<file path="config.mk">
export PLATFORM = sky130hd
export DESIGN_NAME = square_wave_meter
export DESIGN_NICKNAME = d
export VERILOG_FILES = /design/src/rtl/square_meter_pkg.sv /design/src/rtl/square_wave_meter_ch.sv /design/src/rtl/square_wave_meter.sv
export SDC_FILE = /design/constraint.sdc
export NUM_CORES = 1
export LEC_CHECK = 0
export ABC_AREA = 1
export CAP_MARGIN = 20
export CORE_MARGIN = 3
export CORE_UTILIZATION = 45
export CTS_CLUSTER_DIAMETER = 40
export DETAILED_ROUTE_END_ITERATION = 8
export RECOVER_POWER = 25
export REMOVE_ABC_BUFFERS = 1
export SYNTH_ARGS = -nofsm -noshare
export SYNTH_HDL_FRONTEND = slang
export SYNTH_SLANG_ARGS = --single-unit
</file>
<file path="constraint.sdc">
create_clock -name sys_clk -period 8.7 [get_ports sys_clk]
set_input_delay 1.305 -clock sys_clk [delete_from_list [all_inputs] [get_ports sys_clk]]
set_output_delay 1.305 -clock sys_clk [all_outputs]
set_load 0.05 [all_outputs]
</file>
<file path="src/rtl/square_meter_pkg.sv">
// Shared types and helpers for the square-wave period/duty meter.
package square_meter_pkg;

  // Per-channel measurement state.
  typedef enum logic [1:0] {
    ST_IDLE  = 2'd0,
    ST_ARM   = 2'd1,
    ST_COUNT = 2'd2,
    ST_DONE  = 2'd3
  } ch_state_t;

  localparam int DEF_CNT_W = 32;
  localparam int DEF_N_W   = 16;

  // Converts a clock frequency into a timeout of 1/div second, never below one cycle.
  function automatic int clk_to_timeout(input int clk_hz, input int div);
    int cyc;
    cyc = (div > 0) ? clk_hz / div : clk_hz;
    return (cyc < 1) ? 1 : cyc;
  endfunction

endpackage

</file>
<file path="src/rtl/square_wave_meter_ch.sv">
// One measurement channel: synchroniser, rise detect, window FSM, counters and flags.
module square_wave_meter_ch
  import square_meter_pkg::*;
#(
  parameter int CNT_W       = DEF_CNT_W,
  parameter int N_W         = DEF_N_W,
  parameter int SYNC_STAGES = 2,
  parameter int TIMEOUT_CYC = 20_000_000
) (
  input  logic             sys_clk,
  input  logic             sys_rst_n,
  input  logic             wave_in,
  input  logic             start,
  input  logic [N_W-1:0]   n_req,
  input  logic             cont_mode,
  output logic             busy,
  output logic             done,
  output logic             timeout,
  output logic             overflow,
  output logic [CNT_W-1:0] period_total,
  output logic [CNT_W-1:0] high_total
);

  localparam int               GAP_W     = $clog2(TIMEOUT_CYC + 1);
  localparam logic [GAP_W-1:0] GAP_LIMIT = GAP_W'(TIMEOUT_CYC);
  localparam logic [CNT_W-1:0] CNT_MAX   = '1;
  localparam int               NW1       = N_W + 1;

  logic [SYNC_STAGES-1:0] sync_q;
  logic                   prev_q;
  logic                   level;
  logic                   rise;

  ch_state_t        state_q, state_d;
  logic [N_W-1:0]   edge_cnt_q, edge_cnt_d;
  logic [CNT_W-1:0] tot_q, tot_d;
  logic [CNT_W-1:0] hi_q, hi_d;
  logic [GAP_W-1:0] gap_q, gap_d;
  logic [CNT_W-1:0] period_q, period_d;
  logic [CNT_W-1:0] high_q, high_d;
  logic             timeout_q, timeout_d;
  logic             overflow_q, overflow_d;
  logic             accumulate;

  logic [CNT_W-1:0] tot_inc;
  logic [CNT_W-1:0] hi_inc;
  logic [GAP_W-1:0] gap_inc;
  logic             gap_hit;
  logic [N_W:0]     edge_inc;
  logic             last_edge;

  assign level = sync_q[SYNC_STAGES-1];
  assign rise  = level & ~prev_q;

  // Counters stick at all-ones instead of wrapping so a saturated result stays recognisable.
  assign tot_inc   = (tot_q == CNT_MAX) ? tot_q : tot_q + CNT_W'(1);
  assign hi_inc    = (hi_q == CNT_MAX) ? hi_q : hi_q + CNT_W'(level);
  assign gap_inc   = gap_q + GAP_W'(1);
  assign gap_hit   = (gap_inc >= GAP_LIMIT);
  assign edge_inc  = {1'b0, edge_cnt_q} + NW1'(1);
  assign last_edge = (edge_inc >= {1'b0, n_req});

  // Bring the asynchronous input into the clock domain and keep the previous level for rise detect.
  always_ff @(posedge sys_clk or negedge sys_rst_n) begin
    if (!sys_rst_n) begin
      sync_q <= '0;
      prev_q <= 1'b0;
    end else begin
      sync_q <= {sync_q[SYNC_STAGES-2:0], wave_in};
      prev_q <= level;
    end
  end

  // Next-state and datapath update; a start always wins over anything the channel is doing.
  always_comb begin
    state_d    = state_q;
    edge_cnt_d = edge_cnt_q;
    tot_d      = tot_q;
    hi_d       = hi_q;
    gap_d      = gap_q;
    period_d   = period_q;
    high_d     = high_q;
    timeout_d  = timeout_q;
    overflow_d = overflow_q;
    accumulate = 1'b0;

    if (start) begin
      state_d    = ST_ARM;
      gap_d      = '0;
      timeout_d  = 1'b0;
      overflow_d = 1'b0;
    end else begin
      case (state_q)
        ST_IDLE: begin
        end
        ST_ARM: begin
          if (rise) begin
            state_d    = ST_COUNT;
            edge_cnt_d = '0;
            tot_d      = CNT_W'(1);
            hi_d       = CNT_W'(1);
            gap_d      = '0;
          end else if (gap_hit) begin
            state_d   = ST_IDLE;
            timeout_d = 1'b1;
          end else begin
            gap_d = gap_inc;
          end
        end
        ST_COUNT, ST_DONE: begin
          if (state_q == ST_DONE && !cont_mode) begin
            state_d = ST_IDLE;
          end else if (rise && last_edge) begin
            // The capturing rise also opens the next window, so tot/hi restart at one.
            period_d   = tot_q;
            high_d     = hi_q;
            state_d    = ST_DONE;
            edge_cnt_d = '0;
            tot_d      = CNT_W'(1);
            hi_d       = CNT_W'(1);
            gap_d      = '0;
          end else if (rise) begin
            state_d    = ST_COUNT;
            edge_cnt_d = edge_inc[N_W-1:0];
            gap_d      = '0;
            accumulate = 1'b1;
          end else if (gap_hit) begin
            state_d   = ST_IDLE;
            timeout_d = 1'b1;
          end else begin
            state_d    = ST_COUNT;
            gap_d      = gap_inc;
            accumulate = 1'b1;
          end
        end
        default: begin
          state_d = ST_IDLE;
        end
      endcase
    end

    if (accumulate) begin
      tot_d = tot_inc;
      hi_d  = hi_inc;
      if (tot_inc == CNT_MAX || hi_inc == CNT_MAX) begin
        overflow_d = 1'b1;
      end
    end
  end

  // State, counter, result and flag registers.
  always_ff @(posedge sys_clk or negedge sys_rst_n) begin
    if (!sys_rst_n) begin
      state_q    <= ST_IDLE;
      edge_cnt_q <= '0;
      tot_q      <= '0;
      hi_q       <= '0;
      gap_q      <= '0;
      period_q   <= '0;
      high_q     <= '0;
      timeout_q  <= 1'b0;
      overflow_q <= 1'b0;
    end else begin
      state_q    <= state_d;
      edge_cnt_q <= edge_cnt_d;
      tot_q      <= tot_d;
      hi_q       <= hi_d;
      gap_q      <= gap_d;
      period_q   <= period_d;
      high_q     <= high_d;
      timeout_q  <= timeout_d;
      overflow_q <= overflow_d;
    end
  end

  assign busy         = (state_q == ST_ARM) || (state_q == ST_COUNT);
  assign done         = (state_q == ST_DONE);
  assign timeout      = timeout_q;
  assign overflow     = overflow_q;
  assign period_total = period_q;
  assign high_total   = high_q;

endmodule

</file>
<file path="src/rtl/square_wave_meter.sv">
// Multi-channel equal-precision period and duty meter; latches the request and fans it out.
module square_wave_meter
  import square_meter_pkg::*;
#(
  parameter int SYS_CLK_FREQ = 200_000_000,
  parameter int NUM_CH       = 2,
  parameter int CNT_W        = DEF_CNT_W,
  parameter int N_W          = DEF_N_W,
  parameter int SYNC_STAGES  = 2,
  parameter int TIMEOUT_CYC  = clk_to_timeout(SYS_CLK_FREQ, 10)
) (
  input  logic                    sys_clk,
  input  logic                    sys_rst_n,
  input  logic [NUM_CH-1:0]       wave_in,
  input  logic [N_W-1:0]          n_periods,
  input  logic                    start,
  input  logic                    continuous,
  output logic [NUM_CH-1:0]       busy,
  output logic [NUM_CH-1:0]       done,
  output logic [NUM_CH-1:0]       timeout,
  output logic [NUM_CH-1:0]       overflow,
  output logic [NUM_CH*CNT_W-1:0] period_total,
  output logic [NUM_CH*CNT_W-1:0] high_total
);

  logic [N_W-1:0] n_lat_q;
  logic           cont_q;

  // Capture the request on start; a zero period count would never finish, so it becomes one.
  always_ff @(posedge sys_clk or negedge sys_rst_n) begin
    if (!sys_rst_n) begin
      n_lat_q <= N_W'(1);
      cont_q  <= 1'b0;
    end else if (start) begin
      n_lat_q <= (n_periods == '0) ? N_W'(1) : n_periods;
      cont_q  <= continuous;
    end
  end

  for (genvar i = 0; i < NUM_CH; i++) begin : g_ch
    square_wave_meter_ch #(
      .CNT_W       (CNT_W),
      .N_W         (N_W),
      .SYNC_STAGES (SYNC_STAGES),
      .TIMEOUT_CYC (TIMEOUT_CYC)
    ) u_ch (
      .sys_clk      (sys_clk),
      .sys_rst_n    (sys_rst_n),
      .wave_in      (wave_in[i]),
      .start        (start),
      .n_req        (n_lat_q),
      .cont_mode    (cont_q),
      .busy         (busy[i]),
      .done         (done[i]),
      .timeout      (timeout[i]),
      .overflow     (overflow[i]),
      .period_total (period_total[i*CNT_W +: CNT_W]),
      .high_total   (high_total[i*CNT_W +: CNT_W])
    );
  end

endmodule

</file>
; Yosys cells after proc, flatten, opt, wreduce, memory -nomap -nowiden
; Index checks and enable logic that the tools add are counted.
[classes]
n_lt_le_gt_ge = 4
mux = 87
n_eq_ne = 34
reduce_logical = 30
bitwise = 7
addsub = 8
[op_table]
columns = operator, n
row1 = 2-to-1 mux 32 bit, 16
row2 = equality test 32 bit (second input constant), 8
row3 = 2-to-1 mux 25 bit, 10
row4 = 2-to-1 mux 16 bit, 9
row5 = one-hot mux 32 bit (2 select lines), 2
row6 = one-hot mux 25 bit (2 select lines), 2
row7 = adder 32 x 1 -> 32 bit, 2
row8 = adder 32 x 1 -> 32 bit (second input constant), 2
row9 = one-hot mux 16 bit (2 select lines), 2
row10 = adder 25 x 1 -> 25 bit (second input constant), 2
row11 = greater-or-equal comparator 25 bit (second input constant), 2
row12 = adder 16 x 1 -> 17 bit (second input constant), 2
row13 = greater-or-equal comparator 17 x 16 -> 1 bit, 2
row14 = 2-to-1 mux 1 bit, 28
row15 = 2-to-1 mux 2 bit, 14
row16 = AND reduction 5 bit, 4
row17 = inequality test 3 x 1 -> 1 bit (second input constant), 6
row18 = logical NOT 16 bit, 1
row19 = inequality test 3 bit (second input constant), 4
row20 = nonzero test 3 bit, 4
row21 = equality test 2 bit (second input constant), 4
row22 = inequality test 2 x 1 -> 1 bit (second input constant), 4
row23 = inequality test 4 x 2 -> 1 bit (second input constant), 2
row24 = one-hot mux 2 bit (2 select lines), 2
row25 = other kinds (14), 36
[totals]
out_inout_bits = 136
inputBits = 22
regBits = 369

; Logic depth before layout (Yosys ltp)
[logic_depth]
ltp_word = 10
mapped_depth = 26

; By module
; From an unflattened synthesis, not the netlist that was laid out.
[unflattened]
hier_cells = 3200
area_unflattened_um2 = 22561.6
[modules_own_cells]
columns = mod, area_per_inst_um2, seq_area_each_um2, cells_per_inst, n_inst
row1 = square_wave_meter_ch at g_ch[0].u_ch, 10936.7, 4404.2, 1556, 1
row2 = square_wave_meter_ch at g_ch[1].u_ch, 10887.9, 4404.2, 1557, 1
row3 = square_wave_meter, 737.0, 426.7, 87, 1

; Least setup slack after synthesis
; OpenSTA, ideal clock, no wires.
[synth_path]
kind = reg2reg
from = register g_ch[1].u_ch.edge_cnt_q[0]
to = register g_ch[1].u_ch.high_q[19]
arrival_ps = 3266
path_stages_with_launch = 20
setup_slack_ps = 5309
setup_ps = 125
required_time_ps = 8575
path_cell_list = dfrtp_1 > nand3_1 > nor2_1 > nand3_1 > nor2_1 > nand2_1 > nor2_1 > nand3_1 > nor3_1 > xor2_1 > ha_1 > nand4_1 > nor4_1 > nand2_1 > nand3_1 > nand4_1 > nor2_1 > buf_2 > buf_2 > mux2_2
[synth_via]
elab_chain_cells = 4
[synth_lines]
columns = item, line_no
row1 = start: declaration, square_wave_meter_ch.sv:35  ; logic [N_W-1:0] edge_cnt_q, edge_cnt_d;
row2 = start signal: assignment, square_wave_meter_ch.sv:165  ; edge_cnt_q <= edge_cnt_d;
row3 = adder 16 x 1 -> 17 bit, square_wave_meter_ch.sv:60  ; assign edge_inc = {1'b0, edge_cnt_q} + NW1'(1);
row4 = greater-or-equal comparator 17 x 16 -> 1 bit, square_wave_meter_ch.sv:61  ; assign last_edge = (edge_inc >= {1'b0, n_req});
row5 = logical AND 1 bit, square_wave_meter_ch.sv:113  ; end else if (rise && last_edge) begin
row6 = AND reduction 4 bit (no line), -
row7 = end signal: assignment, square_wave_meter_ch.sv:170  ; high_q <= high_d;
row8 = end: declaration, square_wave_meter_ch.sv:40  ; logic [CNT_W-1:0] high_q, high_d;
; No other way between the ends.
; A chain may end at the register's enable or synchronous reset.

==> impl_metrics.ini <==
[worst_setup_path]
crit_path_start_kind = input pin
worstPathCellList = buf_8 > clkbuf_2
worstPathRequired_ps = 8500
path_class = input pin to asynchronous set/reset pin
reg2reg_to = g_ch[1].u_ch.hi_q[1]
cp.arrival_ps = 4790
crit_fanout = 153
worst-path-buf-inv = 2
critPathTopFamily = buffers and inverters
crit_cells = 2
worst_path_max_delay_cell = clkbuf_2
endpoint_kind = asynchronous set/reset pin
r2r_cells = 23
slowest_delay_ps = 2770
timing.rr.start = g_ch[1].u_ch.edge_cnt_q[0]
rrSetupSlack_ps = 4090

[routing]
drc = 0
num_vias = 20871
first_iter_violations = 1393
totalWireLength_um = 67200
via_per_inst = 5.29
drt_pass1_iterations = 5
post_drt_wl_per_cell_um = 17.0
ant_nets = 0

[timing]
max_freq_mhz = 200
fin_setup_tns_ps = 0
finalHoldViolations = 0
setup_viol = 0
worst_pin_slew_ps = 3820
rsz0062_at_grt = false
fin_crit_sh = 0.574
fin_crit_ps = 4990
relSlewSlack = -1.54
slew_viol_final = 249
setup_slack_ps = 3710
fin_skew_ps = 22.1

[grt]
grt_max_degree = 154
grt.total_usage = 0.254
overflow = 0
grt_pass1_wl_um = 111000
grt_pass1_vias = 20684
grt_antenna_before_repair = 0

[power_and_ir_drop]
seq_power_share = 0.334
vdd_ir_drop_max_v = 0.000231
power.density_nw_per_um2 = 210
p_comb_frac = 0.167
p_leak_nw = 13.0
clock_power_share = 0.499
swShare = 0.299
internal_power_mw = 4.02
power_switching_mw = 1.72

[synth]
yosysWarnings = 0
async_flop_share = 1.00
synth.avg_cell_area_um2 = 7.35
yosysSeqAreaShare = 0.405
yosysUniqueCellTypes = 50
synth-edff-count = 0
synth_top_flop_cell = dfrtp_1
syn_area_um2 = 22800
netlist_instances = 3099
synthDominantCellAreaShare = 0.404
ys_seq_elements = 369
yosysTopAreaCell = dfrtp_1
synth_area_leaders = dfrtp_1 (40%), nand2_1 (17%), nand3_1 (7.2%)

[hold_path]
min_delay_path_depth = 0
min_path_type = flop to flop
hp-start = g_ch[0].u_ch.sync_q[0]
min_to = g_ch[0].u_ch.sync_q[1]

[clock_network]
post_cts_buffers = 0
clockRootBuffer = clkbuf_16
insertion_delay_ps = 590
numCtsBuffers = 69
htreeDepth = 3
cts_max_path_buffers = 3
cts.sinks = 369
cts_resized = 0
cts_hold_buf = 0
cts_tree = yes
clk_pin_slew_ps = 60

[layout]
finalNonFillerCells = 3944
num_antenna_cells = 0
final_cell_mix = nand2_1 (1009), dfrtp_1 (368), nand3_1 (327), inv_1 (268), nor2_1 (246)
postLayoutCellArea_um2 = 27300
syn_to_final_growth_pct = 19.7
final_common_cell = nand2_1
nNetsFinal = 3301
drive_above_1_share = 0.0814

[placed_design]
hpwlAfterDp_um = 48300
dp.cells = 3817
gp_congestion = 0.918
place_area_um2 = 24700
dp_slack_ps = 3980
numPortBuffers = 157

[status]
outcome = finished, violations left
violations = max-capacitance violations, max-slew violations

[die]
die-area_um2 = 53400
row_count = 81
initial_core_util = 0.461
die_w_um = 231
die_h_um = 231
core_um2 = 49500
ioPinCount = 158

[run]
maxCapViolCount = 3
-- registers in the layout, indices dropped and copies added (netlist names) --
register and flops:
g_ch.u_ch.timeout 2, g_ch.u_ch.gap_q 50, g_ch.u_ch.sync_q 4, g_ch.u_ch.tot_q 64
g_ch.u_ch.hi_q 64, g_ch.u_ch.state_q 4, n_lat_q 16, g_ch.u_ch.prev_q 2
g_ch.u_ch.edge_cnt_q 32, g_ch.u_ch.period_total 64, g_ch.u_ch.high_total 64, g_ch.u_ch.overflow 2
cont_q 1
-- layer usage --
| metal | wire, um | part of all wire | up-vias | global-route usage |
|---|---|---|---|---|
| li1 | - | - | 10357 | - |
| met1 | 30600 | 0.45 | 9886 | 0.345 |
| met2 | 31000 | 0.46 | 521 | 0.411 |
| met3 | 3480 | 0.052 | 107 | 0.0482 |
| met4 | 2140 | 0.032 | 0 | 0.0850 |
| met5 | 0 | 0 | - | 0 |
-- layout make-up --
class	instances	area [um^2]
Clock buffer	87	1940
Tap cell	664	831
Sequential cell	369	9240
Timing Repair Buffer	178	1770
Fill cell	4775	22200
Clock inverter	36	556
Inverter	283	1060
Multi-Input combinational cell	2327	11900
-- how the worst max path moves through the flow --
| stage | startpoint | end | slack, ps |
|---|---|---|---|
| 2_1_floorplan | g_ch[1].u_ch.edge_cnt_q[0] | g_ch[1].u_ch.high_total[0] | 2670 |
| 5_1_grt | sys_rst_n | g_ch[0].u_ch.hi_q[7] | 2800 |
| 6_report | sys_rst_n | g_ch[0].u_ch.prev_q | 3710 |
| 3_3_place_gp | g_ch[1].u_ch.edge_cnt_q[0] | g_ch[1].u_ch.hi_q[31] | 4180 |
| 3_5_place_dp | g_ch[1].u_ch.edge_cnt_q[0] | g_ch[1].u_ch.hi_q[22] | 3980 |
| 4_1_cts | g_ch[1].u_ch.edge_cnt_q[0] | g_ch[1].u_ch.hi_q[22] | 3970 |
-- power by group through the flow --
| stage | logic (mW) | registers (mW) | clock network, mW |
|---|---|---|---|
| after global placement | 0.945 | 1.93 | 0 |
| after global routing | 1.04 | 1.92 | 3.00 |
| after floorplan | 0.434 | 2.06 | 0 |
| after CTS | 0.957 | 1.91 | 2.92 |
| final | 0.955 | 1.91 | 2.86 |
| after detailed placement | 0.953 | 1.94 | 0 |
-- through the flow --
stage               hold WS (ps)  power, mW  utilization
finish                       360       5.73        0.552
global route                 361       5.97        0.552
CTS                          360       5.79        0.551
detailed placement           339       2.89        0.500
global placement             335       2.88        0.500
floorplan                    331       2.50            -
-- cells by family after synthesis --
| kind of cell | Yosys count | share of synthesized area |
|---|---|---|
| AO/OA/AOI/OAI | 261 | 0.0647 |
| XOR/XNOR | 139 | 0.0538 |
| adder cells (fa/ha/maj) | 51 | 0.0280 |
| buffers and inverters | 403 | 0.0743 |
| flip-flops | 369 | 0.405 |
| multiplexers | 45 | 0.0221 |
| AND/OR/NAND/NOR | 1831 | 0.352 |
-- synthesized netlist by cell type, types with 24 or more instances --
cell	instances
inv_1	268
nor3_1	89
dfrtp_1	368
nand3_2	24
mux2_2	43
nand4_1	72
nand3_1	329
xor2_1	107
a21oi_1	32
o21a_1	24
clkbuf_1	50
buf_2	36
nand2_1	1010
o21ai_0	153
nor2_1	247
xnor2_1	31
ha_1	51
Note: power is estimated with default switching activity, not from simulation.
